<file path="config.mk">
export PLATFORM = sky130hd
export DESIGN_NAME = axi_err_responder_flat
export DESIGN_NICKNAME = d
export VERILOG_FILES = /design/src/rtl/axi_err_responder_pkg.sv /design/src/rtl/axi_err_responder_if.sv /design/src/rtl/axi_err_resp_rd.sv /design/src/rtl/axi_err_responder.sv /design/src/flat_wrapper.sv
export SDC_FILE = /design/constraint.sdc
export NUM_CORES = 1
export LEC_CHECK = 0
export ABC_AREA = 1
export CORE_AREA = 10 10 113 115
export DETAILED_ROUTE_END_ITERATION = 8
export DIE_AREA = 0 0 123 125
export DONT_BUFFER_PORTS = 1
export MAX_ROUTING_LAYER = met4
export SYNTH_ARGS = -nofsm -noshare
export SYNTH_HDL_FRONTEND = slang
export SYNTH_SLANG_ARGS = --single-unit
</file>
<file path="constraint.sdc">
create_clock -name clk_i -period 1.3 [get_ports clk_i]
set_input_delay 0.26 -clock clk_i [delete_from_list [all_inputs] [get_ports clk_i]]
set_output_delay 0.26 -clock clk_i [all_outputs]
set_load 0.02 [all_outputs]
</file>
<file path="src/rtl/axi_err_responder_pkg.sv">
// Shared AXI types and constants for the error responder and the monitor's
// manager side: channel payload structs, request/response bundles, FSM
// state enums, response codes and the default R payload.
package axi_err_responder_pkg;

    localparam int unsigned AxiIdWidth   = 6;
    localparam int unsigned AxiAddrWidth = 32;
    localparam int unsigned AxiDataWidth = 64;
    localparam int unsigned AxiStrbWidth = AxiDataWidth / 8;
    localparam int unsigned AxiUserWidth = 1;
    localparam int unsigned AxiLenWidth  = 8;
    localparam int unsigned AxiAtopWidth = 6;
    localparam int unsigned CntWidth     = 16;

    // atop[5] set means the atomic also returns read data
    localparam int unsigned AtopRRespBit = 5;

    typedef logic [AxiIdWidth-1:0]   id_t;
    typedef logic [AxiAddrWidth-1:0] addr_t;
    typedef logic [AxiDataWidth-1:0] data_t;
    typedef logic [AxiStrbWidth-1:0] strb_t;
    typedef logic [AxiUserWidth-1:0] user_t;
    typedef logic [AxiLenWidth-1:0]  len_t;
    typedef logic [AxiAtopWidth-1:0] atop_t;
    typedef logic [1:0]              resp_code_t;
    typedef logic [CntWidth-1:0]     cnt_t;

    localparam resp_code_t  RESP_SLVERR   = 2'b10;
    localparam resp_code_t  RESP_DECERR   = 2'b11;
    localparam logic [63:0] RDATA_DEFAULT = 64'hBADC_AB1E_DEAD_BEEF;
    localparam cnt_t        CNT_MAX       = {CntWidth{1'b1}};

    typedef enum logic [1:0] {
        W_IDLE = 2'd0,
        W_DATA = 2'd1,
        W_RESP = 2'd2
    } w_state_e;

    typedef enum logic {
        R_IDLE = 1'b0,
        R_DATA = 1'b1
    } r_state_e;

    typedef struct packed {
        id_t        id;
        addr_t      addr;
        len_t       len;
        logic [2:0] size;
        logic [1:0] burst;
        atop_t      atop;
    } aw_chan_t;

    typedef struct packed {
        data_t data;
        strb_t strb;
        logic  last;
    } w_chan_t;

    typedef struct packed {
        id_t        id;
        addr_t      addr;
        len_t       len;
        logic [2:0] size;
        logic [1:0] burst;
    } ar_chan_t;

    typedef struct packed {
        id_t        id;
        resp_code_t resp;
        user_t      user;
    } b_chan_t;

    typedef struct packed {
        id_t        id;
        data_t      data;
        resp_code_t resp;
        logic       last;
        user_t      user;
    } r_chan_t;

    typedef struct packed {
        aw_chan_t aw;
        logic     aw_valid;
        w_chan_t  w;
        logic     w_valid;
        logic     b_ready;
        ar_chan_t ar;
        logic     ar_valid;
        logic     r_ready;
    } mst_req_t;

    typedef struct packed {
        logic    aw_ready;
        logic    w_ready;
        b_chan_t b;
        logic    b_valid;
        logic    ar_ready;
        r_chan_t r;
        logic    r_valid;
    } mst_resp_t;

    typedef mst_req_t  req_t;
    typedef mst_resp_t resp_t;

endpackage

</file>
<file path="src/rtl/axi_err_responder_if.sv">
// Manager-side AXI bundle between the monitor and the error responder.
//   req  : request struct driven by the manager
//   resp : response struct driven by the subordinate
interface axi_err_responder_if;
    import axi_err_responder_pkg::*;

    mst_req_t  req;
    mst_resp_t resp;

    modport master (output req, input resp);
    modport slave  (input req, output resp);
endinterface

</file>
<file path="src/rtl/axi_err_resp_rd.sv">
// Read-side FSM of the error responder: accepts one AR (or a load from the
// write side for atomics) and returns len+1 error beats.
//   clk_i, rst_i    : clock, synchronous active-high reset
//   ar_en_i         : permission to accept an AR this cycle
//   ar_valid_i/id/len : AR request
//   load_i/id/len   : inject a burst from an atomic AW (takes priority)
//   r_ready_i       : R handshake from the manager
//   ar_ready_o, r_valid_o, r_id_o, r_last_o : channel outputs
//   idle_o          : FSM is in R_IDLE
module axi_err_resp_rd
    import axi_err_responder_pkg::*;
(
    input  logic clk_i,
    input  logic rst_i,
    input  logic ar_en_i,
    input  logic ar_valid_i,
    input  id_t  ar_id_i,
    input  len_t ar_len_i,
    input  logic load_i,
    input  id_t  load_id_i,
    input  len_t load_len_i,
    input  logic r_ready_i,
    output logic ar_ready_o,
    output logic r_valid_o,
    output id_t  r_id_o,
    output logic r_last_o,
    output logic idle_o
);

    r_state_e state_q;
    id_t      id_q;
    len_t     len_q;
    len_t     cnt_q;

    assign idle_o     = (state_q == R_IDLE);
    assign ar_ready_o = idle_o && ar_en_i;
    assign r_valid_o  = (state_q == R_DATA);
    assign r_id_o     = id_q;
    // 8-bit counter vs 8-bit len: len=255 ends exactly on the 256th beat
    assign r_last_o   = (state_q == R_DATA) && (cnt_q == len_q);

    // Read FSM and beat counter
    always_ff @(posedge clk_i) begin
        if (rst_i) begin
            state_q <= R_IDLE;
            id_q    <= '0;
            len_q   <= '0;
            cnt_q   <= '0;
        end else begin
            case (state_q)
                R_IDLE: begin
                    if (load_i) begin
                        id_q    <= load_id_i;
                        len_q   <= load_len_i;
                        cnt_q   <= '0;
                        state_q <= R_DATA;
                    end else if (ar_valid_i && ar_ready_o) begin
                        id_q    <= ar_id_i;
                        len_q   <= ar_len_i;
                        cnt_q   <= '0;
                        state_q <= R_DATA;
                    end
                end
                R_DATA: begin
                    if (r_ready_i) begin
                        cnt_q <= cnt_q + 8'd1;
                        if (cnt_q == len_q) begin
                            state_q <= R_IDLE;
                        end
                    end
                end
                default: state_q <= R_IDLE;
            endcase
        end
    end

endmodule

</file>
<file path="src/rtl/axi_err_responder.sv">
// Terminating AXI4 subordinate: completes every write and read with an
// error response. Independent write and read FSMs, one transaction each.
// Optional completion counters are built when AXI_ERR_RESP_CNT_EN is defined;
// otherwise wr_cnt_o/rd_cnt_o are tied to 0.
//   clk_i, rst_i : clock, synchronous active-high reset
//   en_i         : gate for new AW/AR; running transactions always finish
//   axi          : manager-side AXI bundle (slave modport)
//   busy_o       : either FSM not idle
//   wr_cnt_o     : completed B handshakes (saturating)
//   rd_cnt_o     : completed last-beat R handshakes (saturating)
module axi_err_responder
    import axi_err_responder_pkg::*;
#(
    parameter resp_code_t  RespCode = RESP_SLVERR,
    parameter logic [63:0] RData    = RDATA_DEFAULT
) (
    input  logic                 clk_i,
    input  logic                 rst_i,
    input  logic                 en_i,
    axi_err_responder_if.slave   axi,
    output logic                 busy_o,
    output cnt_t                 wr_cnt_o,
    output cnt_t                 rd_cnt_o
);

    w_state_e w_state_q;
    id_t      b_id_q;
    logic     live_q;

    logic aw_is_atop;
    logic aw_ready_c;
    logic aw_hs;
    logic rd_load;
    logic ar_gate;
    logic rd_ar_ready;
    logic rd_idle;
    logic r_valid;
    logic r_last;
    id_t  r_id;

    // Payload fields this responder never looks at
    logic unused;
    assign unused = ^{axi.req.aw.addr, axi.req.aw.size, axi.req.aw.burst,
                      axi.req.aw.atop[AtopRRespBit-1:0],
                      axi.req.w.data, axi.req.w.strb,
                      axi.req.ar.addr, axi.req.ar.size, axi.req.ar.burst};

    // live_q holds readies low for the first cycle after reset
    assign aw_is_atop = axi.req.aw.atop[AtopRRespBit];
    assign aw_ready_c = live_q && en_i && (w_state_q == W_IDLE) &&
                        (!aw_is_atop || rd_idle);
    assign aw_hs      = axi.req.aw_valid && aw_ready_c;
    assign rd_load    = aw_hs && aw_is_atop;
    // An atomic AW on offer wins over a concurrent AR
    assign ar_gate    = live_q && en_i &&
                        !(axi.req.aw_valid && aw_is_atop && (w_state_q == W_IDLE));

    // Write FSM
    always_ff @(posedge clk_i) begin
        if (rst_i) begin
            w_state_q <= W_IDLE;
            b_id_q    <= '0;
            live_q    <= 1'b0;
        end else begin
            live_q <= 1'b1;
            case (w_state_q)
                W_IDLE: begin
                    if (aw_hs) begin
                        b_id_q    <= axi.req.aw.id;
                        w_state_q <= W_DATA;
                    end
                end
                W_DATA: begin
                    if (axi.req.w_valid && axi.req.w.last) begin
                        w_state_q <= W_RESP;
                    end
                end
                W_RESP: begin
                    if (axi.req.b_ready) begin
                        w_state_q <= W_IDLE;
                    end
                end
                default: w_state_q <= W_IDLE;
            endcase
        end
    end

    axi_err_resp_rd i_rd (
        .clk_i      (clk_i),
        .rst_i      (rst_i),
        .ar_en_i    (ar_gate),
        .ar_valid_i (axi.req.ar_valid),
        .ar_id_i    (axi.req.ar.id),
        .ar_len_i   (axi.req.ar.len),
        .load_i     (rd_load),
        .load_id_i  (axi.req.aw.id),
        .load_len_i (axi.req.aw.len),
        .r_ready_i  (axi.req.r_ready),
        .ar_ready_o (rd_ar_ready),
        .r_valid_o  (r_valid),
        .r_id_o     (r_id),
        .r_last_o   (r_last),
        .idle_o     (rd_idle)
    );

    // Response bundle: decodes of registered state plus constants
    always_comb begin
        axi.resp          = '0;
        axi.resp.aw_ready = aw_ready_c;
        axi.resp.w_ready  = (w_state_q == W_DATA);
        axi.resp.b_valid  = (w_state_q == W_RESP);
        axi.resp.b.id     = b_id_q;
        axi.resp.b.resp   = RespCode;
        axi.resp.ar_ready = rd_ar_ready;
        axi.resp.r_valid  = r_valid;
        axi.resp.r.id     = r_id;
        axi.resp.r.data   = AxiDataWidth'(RData);
        axi.resp.r.resp   = RespCode;
        axi.resp.r.last   = r_last;
    end

    assign busy_o = (w_state_q != W_IDLE) || !rd_idle;

`ifdef AXI_ERR_RESP_CNT_EN
    cnt_t wr_cnt_q;
    cnt_t rd_cnt_q;
    logic b_hs;
    logic r_done_hs;

    assign b_hs      = (w_state_q == W_RESP) && axi.req.b_ready;
    assign r_done_hs = r_valid && r_last && axi.req.r_ready;

    // Saturating completion counters
    always_ff @(posedge clk_i) begin
        if (rst_i) begin
            wr_cnt_q <= '0;
            rd_cnt_q <= '0;
        end else begin
            if (b_hs && (wr_cnt_q != CNT_MAX)) begin
                wr_cnt_q <= wr_cnt_q + CntWidth'(1);
            end
            if (r_done_hs && (rd_cnt_q != CNT_MAX)) begin
                rd_cnt_q <= rd_cnt_q + CntWidth'(1);
            end
        end
    end

    assign wr_cnt_o = wr_cnt_q;
    assign rd_cnt_o = rd_cnt_q;
`else
    assign wr_cnt_o = '0;
    assign rd_cnt_o = '0;
`endif

endmodule

</file>
<file path="src/flat_wrapper.sv">
// flat-port wrapper written by rule: the top's interface ports become plain ports
module axi_err_responder_flat import axi_err_responder_pkg::*;
#(
    parameter resp_code_t  RespCode = RESP_SLVERR,
    parameter logic [63:0] RData    = RDATA_DEFAULT
)
  (clk_i, rst_i, en_i, busy_o, wr_cnt_o, rd_cnt_o, axi_req, axi_resp);
  axi_err_responder_if axi_i ();
  input  logic clk_i;
  input  logic rst_i;
  input  logic en_i;
  output logic busy_o;
  output cnt_t wr_cnt_o;
  output cnt_t rd_cnt_o;
  input wire logic [$bits(axi_i.req)-1:0] axi_req;
  output wire logic [$bits(axi_i.resp)-1:0] axi_resp;
  assign axi_i.req = axi_req;
  assign axi_resp = axi_i.resp;
  axi_err_responder #(.RespCode(RespCode), .RData(RData)) u_core (.clk_i(clk_i), .rst_i(rst_i), .en_i(en_i), .axi(axi_i), .busy_o(busy_o), .wr_cnt_o(wr_cnt_o), .rd_cnt_o(rd_cnt_o));
endmodule
</file>
==> metrics.txt <==
first-pass GRT wire length=~10 mm; layout cells sized above 1=0.335; WHS Path Cells=1; Final Hold Viols=0; Req. time, crit path=approximately 1.0 ns; Die Y-Extent=125 µm; placed cell area=between 2000 and 2500 µm²; ant diodes=0; Starting DRT DRC Count=79; type of element capturing the critical path=primary output; nets@finish=about 580; Post-Layout Cell Count=528; worst vdd ir=0.737 mV; Max Slew Vio Count=0; Pre-antenna DRT Iters=4; Syn Inst Count=354; CTS tree=yes; Bufs on Longest Clock Path=2; Ports=between 300 and 400; PnR worst setup slack=-0.347 ns; # clock sinks=32; Yosys reg bits=32; initial antenna violation count=0; Core Footprint=10600 µm²; Post-Syn Area=2540 µm²; Startpoint Class=register; f_max=607 MHz; placed insts=~510; status=finished with violations; worst skew pair latency=~0.29 ns; Die Area=roughly 15000 µm²; R2R depth=8; Final period util=1.27; vias=around 2k; Congestion Overflow GR=0; Synth cell types=28; synth warn=0; post-route cell area=approximately 3000 µm²; number of global-route vias before repair=about 2k; Hold Path Class=input port to register; Setup Viol. Count Final=25; Pwr Density=roughly 960 nW/µm²; final wirelength=7.07 mm; Avg Inst Size Synth=about 7.2 µm²; Detail Placement HPWL=between 5 and 6 mm; Fin Clk Skew=approximately 0.0086 ns; final setup TNS=-1.99 ns; CP Class=register to primary output; Final ANT Viol Nets=0; CP arrival=1.39 ns; via/cell ratio=between 3 and 4; number of port buffers=0; Die Wd=about 120 µm; Rows=38; clock transition at the registers of the reported paths=0.07 ns; violated checks=setup timing; critical path fanouts, max=2; htree depth=2; largest net degree at the start of global routing=15; RSZ-0062 raised after global routing=true; Layout Utilization=0.284; gr usage total=0.0835; Syn-to-layout area delta=18.4%; Setup WS pre-CTS=-0.122 ns; CTS hold repair buffers=0; min cycle time layout=1.65 ns; routability cong.=0.776; max-cap check violation count=0; clk root buf=clkbuf_8; CTS Buf Count=5; Initial Util=0.240; Leak=between 0.001 and 0.0015 µW; sequential element share of the synthesized area=0.252; drt drc=0; DR WL/cell=13.4 µm
==> what timing repair did <==
action,in CTS,in global routing
setup endpoints to repair,14,30
buffers inserted,7,3
cloned,1,2
resized for setup,52,65
pin swaps,22,31
==> cells by family after synthesis <==
group	synth area share
XOR/XNOR	0.0275
buffers and inverters	0.378
adder cells (fa/ha/maj)	0.00492
AO/OA/AOI/OAI	0.0895
AND/OR/NAND/NOR	0.245
flip-flops	0.252
other	0.00295
==> metal layers <==
metal  routed length, µm  vias to the layer above  global-route usage
met2                2810                      142               0.116
met4                 102                        0              0.0288
met5                   0                        -                   -
met1                3040                      865               0.110
li1                    -                      985                   -
met3                1120                       10              0.0275
==> Yosys cell counts <==
master	n	area [µm²]
buf_4	106	796
nand2_1	58	218
nor2_1	36	135
dfxtp_1	32	641
o21ai_0	23	115
inv_1	18	67.6
nand3_1	18	90.1
a21oi_1	16	80.1
xor2_1	8	70.1
buf_6	6	67.6
inv_2	3	11.3
nand3_2	3	30.0
nand4_1	3	18.8
o21ai_1	3	15.0
a21oi_2	2	17.5
buf_2	2	10.0
conb_1	2	7.51
nand2_2	2	12.5
nand4_4	2	42.5
nor2_2	2	12.5
nor3_1	2	10.0
clkbuf_1	1	3.75
clkbuf_2	1	5.00
ha_1	1	12.5
nand2_4	1	11.3
nand3_4	1	17.5
nor2_8	1	20.0
or2_2	1	6.26
==> where the power goes <==
group	internal [µW]	switching [µW]	leakage, µW
sequential	1040	84.1	0.000265
clock	472	375	0.0000503
combinational	291	622	0.00114
==> cell usage in the layout (no fill, tap or decap), types with 7 or more instances in the layout <==
master	count
a21oi_1	13
buf_4	22
buf_6	15
clkbuf_8	7
conb_1	102
dfxtp_1	25
inv_1	12
nand2_1	35
nand2_2	17
nand2_4	9
nand3_1	17
nor2_1	26
nor2_2	9
o21ai_0	10
o21ai_2	10
xor2_1	8
==> through the flow <==
step	hold slack [ns]	total power (µW)
final	0.0251	2880
after global routing	0.0264	3040
after CTS	0.0202	2790
after detailed placement	0.332	1850
after global placement	0.331	1840
after floorplan	0.405	1950
==> worst max-delay path, cell delays in order (launching register included) <==
cell and delay [ns]:
dfxtp_1 0.34, xor2_1 0.15, nor2_1 0.11, nand2_1 0.10, nor3_2 0.16, buf_4 0.14
buf_6 0.11
==> sequential cells by signal, indices dropped and copies added, names as in the netlist <==
signal / cells
u_core.i_rd.r_valid_o: 1
u_core.w_state_q: 2
u_core.i_rd.len_q: 8
u_core.live_q: 1
u_core.b_id_q: 6
u_core.i_rd.r_id_o: 6
u_core.i_rd.cnt_q: 8
==> area by class of cell <==
class / count / area (µm²)
inverter: 21 / 88.8
clock buffer: 7 / 96.3
tap: 140 / 175
fill: 1131 / 7590
timing repair buffer: 41 / 419
sequential: 32 / 654
multi-input combinational: 287 / 1580
==> final timing paths <==
kind,slack (ns),start,to
worst max-delay path,-0.35,u_core.i_rd.cnt_q[5],axi_resp[2]
worst min-delay path,0.03,rst_i,u_core.w_state_q[0]
worst max register to register,-0.09,u_core.live_q,u_core.i_rd.cnt_q[0]
worst min register to register,0.47,u_core.i_rd.cnt_q[0],u_core.i_rd.cnt_q[0]
(Power assumes the default switching activity.)
